## src/rtl/soc_pkg.sv

```systemverilog
// soc_pkg: shared boot-loader state encoding and widths
package soc_pkg;
  typedef enum logic [2:0] {S_HDR0, S_HDR1, S_DATA, S_CHK, S_DONE, S_ERROR} boot_state_t;
  localparam int WORD_W = 32;
  localparam int HDR_BYTES = 2;
endpackage

```

## src/rtl/byte_to_word_packer.sv

```systemverilog
// byte_to_word_packer: assembles four bytes into a little-endian word with a completion strobe
module byte_to_word_packer
  import soc_pkg::*;
(
  input  logic              Clk,
  input  logic              Rst,
  input  logic              i_valid,
  input  logic [7:0]        i_data,
  output logic [WORD_W-1:0] o_word,
  output logic              o_done
);
  logic [1:0]        r_cnt;
  logic [WORD_W-9:0] r_shift;
  always_ff @(posedge Clk) begin
    if (!Rst) begin
      r_cnt   <= '0;
      r_shift <= '0;
    end else if (i_valid) begin
      r_cnt   <= r_cnt + 2'd1;
      r_shift <= {i_data, r_shift[WORD_W-9:8]};
    end
  end
  // the fourth byte is combined live so the word is ready on its own handshake edge
  assign o_word = {i_data, r_shift};
  assign o_done = i_valid && &r_cnt;
endmodule

```

## src/rtl/soc_boot_loader.sv

```systemverilog
// soc_boot_loader: streams a length-prefixed image into instruction memory, holding the core in reset until done
// Optional trailing XOR checksum byte enabled by BOOT_CHECKSUM_EN.
module soc_boot_loader
  import soc_pkg::*;
#(
  parameter int ADDR_WIDTH = 12,
  parameter int BASE_ADDR  = 0
) (
  input  logic                  Clk,
  input  logic                  Rst,
  input  logic [7:0]            In_Data,
  input  logic                  In_Valid,
  output logic                  In_Ready,
  input  logic                  Boot_Req,
  output logic                  Mem_WrEn,
  output logic [ADDR_WIDTH-1:0] Mem_Addr,
  output logic [WORD_W-1:0]     Mem_WrData,
  output logic                  Core_Rst,
  output logic                  Done,
  output logic                  Error
);
  localparam logic [16:0] MAX_N = 17'((1 << ADDR_WIDTH) - BASE_ADDR);
`ifdef BOOT_CHECKSUM_EN
  localparam boot_state_t S_END = S_CHK;
  logic [7:0] r_csum;
`else
  localparam boot_state_t S_END = S_DONE;
`endif
  boot_state_t           r_state, w_next;
  logic [15:0]           r_n, r_wcnt, w_n;
  logic                  r_core_rst, r_done, r_error, r_wren;
  logic [ADDR_WIDTH-1:0] r_addr;
  logic [WORD_W-1:0]     r_wdata, w_word;
  logic                  w_acc, w_word_done, w_reload;
  assign In_Ready = Rst && (r_state == S_HDR0 || r_state == S_HDR1 || r_state == S_DATA || r_state == S_CHK);
  assign w_acc    = In_Valid && In_Ready;
  assign w_n      = {In_Data, r_n[7:0]};
  assign w_reload = Boot_Req && (r_state == S_DONE || r_state == S_ERROR);
  byte_to_word_packer u_packer (
    .Clk     (Clk),
    .Rst     (Rst),
    .i_valid (w_acc && r_state == S_DATA),
    .i_data  (In_Data),
    .o_word  (w_word),
    .o_done  (w_word_done)
  );
  always_comb begin
    w_next = r_state;
    case (r_state)
      S_HDR0:  w_next = w_acc ? S_HDR1 : S_HDR0;
      S_HDR1:  w_next = !w_acc ? S_HDR1 : w_n == 16'd0 ? S_END : {1'b0, w_n} > MAX_N ? S_ERROR : S_DATA;
      S_DATA:  w_next = (w_word_done && r_wcnt + 16'd1 == r_n) ? S_END : S_DATA;
`ifdef BOOT_CHECKSUM_EN
      S_CHK:   w_next = !w_acc ? S_CHK : In_Data == r_csum ? S_DONE : S_ERROR;
`endif
      S_DONE,
      S_ERROR: w_next = w_reload ? S_HDR0 : r_state;
      default: w_next = S_ERROR;
    endcase
  end
  always_ff @(posedge Clk) begin
    if (!Rst) begin
      r_state    <= S_HDR0;
      r_n        <= '0;
      r_wcnt     <= '0;
      r_core_rst <= 1'b1;
      r_done     <= 1'b0;
      r_error    <= 1'b0;
      r_wren     <= 1'b0;
      r_addr     <= ADDR_WIDTH'(BASE_ADDR);
      r_wdata    <= '0;
`ifdef BOOT_CHECKSUM_EN
      r_csum     <= '0;
`endif
    end else begin
      r_state    <= w_next;
      r_done     <= w_next == S_DONE;
      r_error    <= w_next == S_ERROR;
      r_core_rst <= w_next != S_DONE;
      r_wren     <= w_word_done;
      if (r_state == S_HDR0 && w_acc) r_n[7:0] <= In_Data;
      if (r_state == S_HDR1 && w_acc) r_n[15:8] <= In_Data;
      if (w_word_done) begin
        r_addr  <= ADDR_WIDTH'(BASE_ADDR + int'(r_wcnt));
        r_wdata <= w_word;
        r_wcnt  <= r_wcnt + 16'd1;
      end
      if (w_reload) r_wcnt <= '0;
`ifdef BOOT_CHECKSUM_EN
      if (w_reload) r_csum <= '0;
      else if (w_acc && r_state != S_CHK) r_csum <= r_csum ^ In_Data;
`endif
    end
  end
  assign Mem_WrEn   = r_wren;
  assign Mem_Addr   = r_addr;
  assign Mem_WrData = r_wdata;
  assign Core_Rst   = r_core_rst;
  assign Done       = r_done;
  assign Error      = r_error;
endmodule

```

## config.mk

```make
export PLATFORM = sky130hd
export DESIGN_NAME = soc_boot_loader
export DESIGN_NICKNAME = d
export VERILOG_FILES = /design/src/rtl/soc_pkg.sv /design/src/rtl/byte_to_word_packer.sv /design/src/rtl/soc_boot_loader.sv
export SDC_FILE = /design/constraint.sdc
export NUM_CORES = 1
export LEC_CHECK = 0
export CORE_MARGIN = 3
export CORE_UTILIZATION = 40
export DETAILED_ROUTE_END_ITERATION = 16
export PLACE_DENSITY_LB_ADDON = 0.15
export SYNTH_ARGS = -nofsm -noshare
export SYNTH_HDL_FRONTEND = slang
export SYNTH_SLANG_ARGS = --single-unit
```

## constraint.sdc

```tcl
create_clock -name Clk -period 5.7 [get_ports Clk]
set_input_delay 1.14 -clock Clk [delete_from_list [all_inputs] [get_ports Clk]]
set_output_delay 1.14 -clock Clk [all_outputs]
set_load 0.03 [all_outputs]
```

### Yosys cells after proc, flatten, opt, wreduce, memory -nomap -nowiden

Index checks and enable logic that the tools add are counted.

* add/subtract/negate cells: 2
* reductions and logical operators: 17
* equal/unequal tests: 9
* bitwise operators: 1
* magnitude comparators: 1
* mux-type cells: 7

Operators by type and width (count)
* $add A16 B1 Y16 const B: 1
* $eq A16 B16 Y1: 1
* $gt A16 B13 Y1 const B: 1
* $logic_not A16 Y1: 1
* $mux W3: 5
* $eq A3 B3 Y1 const B: 4
* $pmux W3 S4: 1
* $logic_and A1 B1 Y1: 8
* $eq A3 B2 Y1 const B: 2
* $logic_or A1 B1 Y1: 4
* $reduce_or A2 Y1: 2
* $eq A3 B1 Y1 const B: 1
* $logic_not A3 Y1: 1
* $ne A3 B3 Y1 const B: 1
* $add A2 B1 Y2 const B: 1
* $reduce_and A2 Y1: 1
* $mux W1: 1
* $not A1 Y1: 1

* register bits after elaboration: 109
* output and inout port bits: 49
* bits of input ports: 12
* word-level logic and storage cells: 49

### Logic depth before layout (Yosys ltp)

* depth in word-level cells: 12
* depth in mapped cells: 8
* gate-level depth less buffers: 7

### Cells and area by module

From an unflattened synthesis, not the netlist that was laid out.

* cell total of the unflattened synthesis: 485
* area, all modules: 4658.2 sq um

Modules (own cells, without submodules)
* soc_boot_loader: instances 1, area each 3582.2 sq um, cells each 392, seq. area each 1661.6 sq um
* byte_to_word_packer: instances 1, area each 1076.0 sq um, cells each 93, seq. area each 520.5 sq um

### Worst setup path after synthesis

No wires, ideal clock.

* path kind: input to output
* from: input port Rst
* to: output port In_Ready
* setup slack: 2.225 ns
* stages: 5
* data required time: 4.560 ns
* path buffers: 3
* data arrival time: 2.335 ns
* cells stage by stage: clkbuf_1 inv_1 clkbuf_1 buf_1 nor2_1

* cells in the longest elaborated chain, start to end: 1

Ends and longest elaborated chain
* start, declared: line soc_boot_loader.sv:10 `input logic Rst,`
* $logic_and A1 B1 Y1: line soc_boot_loader.sv:35 `assign In_Ready = Rst && (r_state == S_HDR0 || r_state == S_HDR1 || r_state == S_DATA || r_state == S_CHK);`
* end, declared: line soc_boot_loader.sv:13 `output logic In_Ready,`

No other way between the ends.

### Worst setup path after layout

Same ends and word-level chain as after synthesis.

==> metrics.cfg <==
[detailed_routing]
drc=0
first_pass_iters=4
drt-total-wl_mm=11.3
first_iter_violations=215
post_drt_via_cell_ratio=5.26
vias=3968
antenna_left=0
routedWlPerCell_um=15.0

[status]
outcome=finished, final reports clean

[final_layout]
fill_cells=1082
final_core_util_pct=49.9
syn_to_final_growth_pct=20.8
multi_input_area_um2=2180
n_antenna_cell=0
final_nets=623
regArea_um2=2180
drive_gt1_share_pct=4.40

[placed_design]
place_congestion=0.864
numPortBuffers=60
dp_slack_ns=1.60
hpwl_mm=7.67

[synth]
ys_types=48
netlist_instances=576
avgSynthCellArea_um2=7.88
synth-edff-count=0
synthFlopType=dfxtp_1
ys_seq_area_share_pct=48.1
ys_seq_elements=109
synthArstFlopShare_pct=0
yosysWarnings=0
syn_area_um2=4540
synth_nets=590

[sta]
slew_headroom_pct=37.5
min_period_over_period_pct=71.8
clock.fmax_mhz=244
drv_slew=0
period_needed_ns=4.09
holdWs_ns=0.455
setup_slack_ns=1.61
setup_violations=0
hold_violations=0
tightest_slew_ns=0.938
tns_ns=0
finClkSkew_ns=0.0118
rsz0062_at_grt=no

[pwr]
p_leak_nw=1.84
p_per_area_nw_per_um2=267
ir_drop_v=0.000154

[critical_path]
cp-end-kind=primary output
cp_max_fo=21
crit_path_start_kind=primary input
critPathKind=in2out
cp.required_ns=4.56
arrival_ns=2.95

[clock_network]
cts_buffers=9
clk_latency_ns=0.35
cts-root-buf=clkbuf_16
clock-sinks=109
h-tree-depth=3
clk_pin_slew_ns=0.07
post_cts_resized=0
cts_setup_buffers=0
cts_tree=yes
hold_buffers=0
clk_path_buf_depth=2

[floorplan]
die_w_um=113
num_rows=38
ios=61
coreArea_um2=11000
start_util_pct=41.3
dieArea_um2=12700
die_h_um=113

[run]
cap_violations=0

[global_route]
overflow=0
grt_max_degree=76
grt_pass1_wl_mm=19.0
grt_pass1_vias=3817
grt_use_total_pct=18.3
antenna_found_initial=0

[min_path]
hp-class=reg2reg

[layer usage]
layer | vias to the layer above | global-route usage (%) | wire (um)
li1 | 1990 | - | -
met1 | 1860 | 22.9 | 5090
met2 | 89 | 30.9 | 5430
met3 | 29 | 3.88 | 452
met4 | 0 | 7.21 | 354
met5 | - | 0 | 0
[final timing paths]
path                                          start             to  slack, ns  cells past startpoint
worst min-delay path            u_packer.r_shift[5]  Mem_WrData[5]       0.45                      2
worst max register to register            r_wcnt[0]     r_state[1]       2.84                      7
worst min register to register  u_packer.r_shift[5]  Mem_WrData[5]       0.45                      2
worst max-delay path                            Rst       In_Ready       1.61                      4
[power breakdown]
group          internal, W  total [W]  switching (W)
logic            0.0000246  0.0000638      0.0000391
clock network     0.000338   0.000629       0.000291
registers         0.000767   0.000773     0.00000622
total              0.00113    0.00147       0.000336
[registers in the layout (all words and copies together) (netlist names)]
signal / flops
r_wcnt: 16
Done: 1
u_packer.r_cnt: 2
Mem_WrEn: 1
Error: 1
r_state: 3
Core_Rst: 1
Mem_WrData: 32
r_n: 16
u_packer.r_shift: 24
Mem_Addr: 12
[metrics by stage]
step | cells | area (um2) | total power [W]
after floorplan | 576 | 4540 | 0.000829
after global placement | 738 | 5180 | 0.000854
after detailed placement | 738 | 5180 | 0.000855
after CTS | 754 | 5480 | 0.00148
after global routing | 754 | 5480 | 0.00151
final | 754 | 5480 | 0.00147
[cells in the final DEF (no fill, tap or decap), types with 3 or more instances in the layout]
| cell | count |
|---|---|
| xor2_1 | 13 |
| mux2i_1 | 8 |
| clkdlybuf4s50_1 | 60 |
| and2_1 | 3 |
| inv_1 | 3 |
| nand3_1 | 24 |
| nor2b_1 | 3 |
| or3_1 | 7 |
| o21ai_0 | 21 |
| clkbuf_8 | 3 |
| dfxtp_1 | 109 |
| inv_6 | 3 |
| nor4_1 | 6 |
| nor3_1 | 3 |
| xnor2_1 | 17 |
| nor2_1 | 32 |
| nand4_1 | 5 |
| nor3b_1 | 3 |
| clkbuf_16 | 9 |
| buf_4 | 3 |
| nand2_1 | 168 |
| a21oi_1 | 75 |
[synthesized netlist by cell type, types with 2 or more instances]
cell type / instances / area [um2]
buf_1: 4 / 15.0
nor3b_1: 3 / 22.5
clkbuf_1: 32 / 120
ha_1: 2 / 25.0
xor2_1: 13 / 114
buf_2: 4 / 20.0
nand3_1: 25 / 125
o2bb2ai_1: 2 / 17.5
and2_1: 3 / 18.8
xnor2_1: 17 / 149
or3_1: 7 / 43.8
inv_1: 4 / 15.0
dfxtp_1: 109 / 2180
nor3_1: 3 / 15.0
nor2b_1: 3 / 18.8
o21ai_0: 21 / 105
nand2_1: 168 / 631
o21a_1: 2 / 15.0
a21oi_1: 75 / 375
nor4_1: 6 / 37.5
nand4_1: 5 / 31.3
nand4b_1: 2 / 17.5
mux2i_1: 8 / 80.1
and4_1: 2 / 17.5
nand2b_1: 2 / 12.5
nor2_1: 32 / 120
[critical path, cell delays in order]
cell and delay [ns]:
clkdlybuf4s50_1 0.97, inv_2 0.06, nor2_1 0.10, clkdlybuf4s50_1 0.67
[cell type report]
cell class | instances | share of cell area (%)
Multi-Input combinational cell | 421 | 39.8
Sequential cell | 109 | 39.8
Tap cell | 140 | 3.19
Clock buffer | 12 | 4.86
Clock inverter | 4 | 0.639
Timing Repair Buffer | 63 | 11.4
Inverter | 5 | 0.342
[kinds of logic after synthesis]
group,synth area share (%)
adder cells (fa/ha/maj),0.551
AND/OR/NAND/NOR,26.3
flip-flops,48.1
XOR/XNOR,5.79
multiplexers,2.01
buffers and inverters,3.94
AO/OA/AOI/OAI,13.3
No activity file was read; power rests on OpenSTA's default activity.
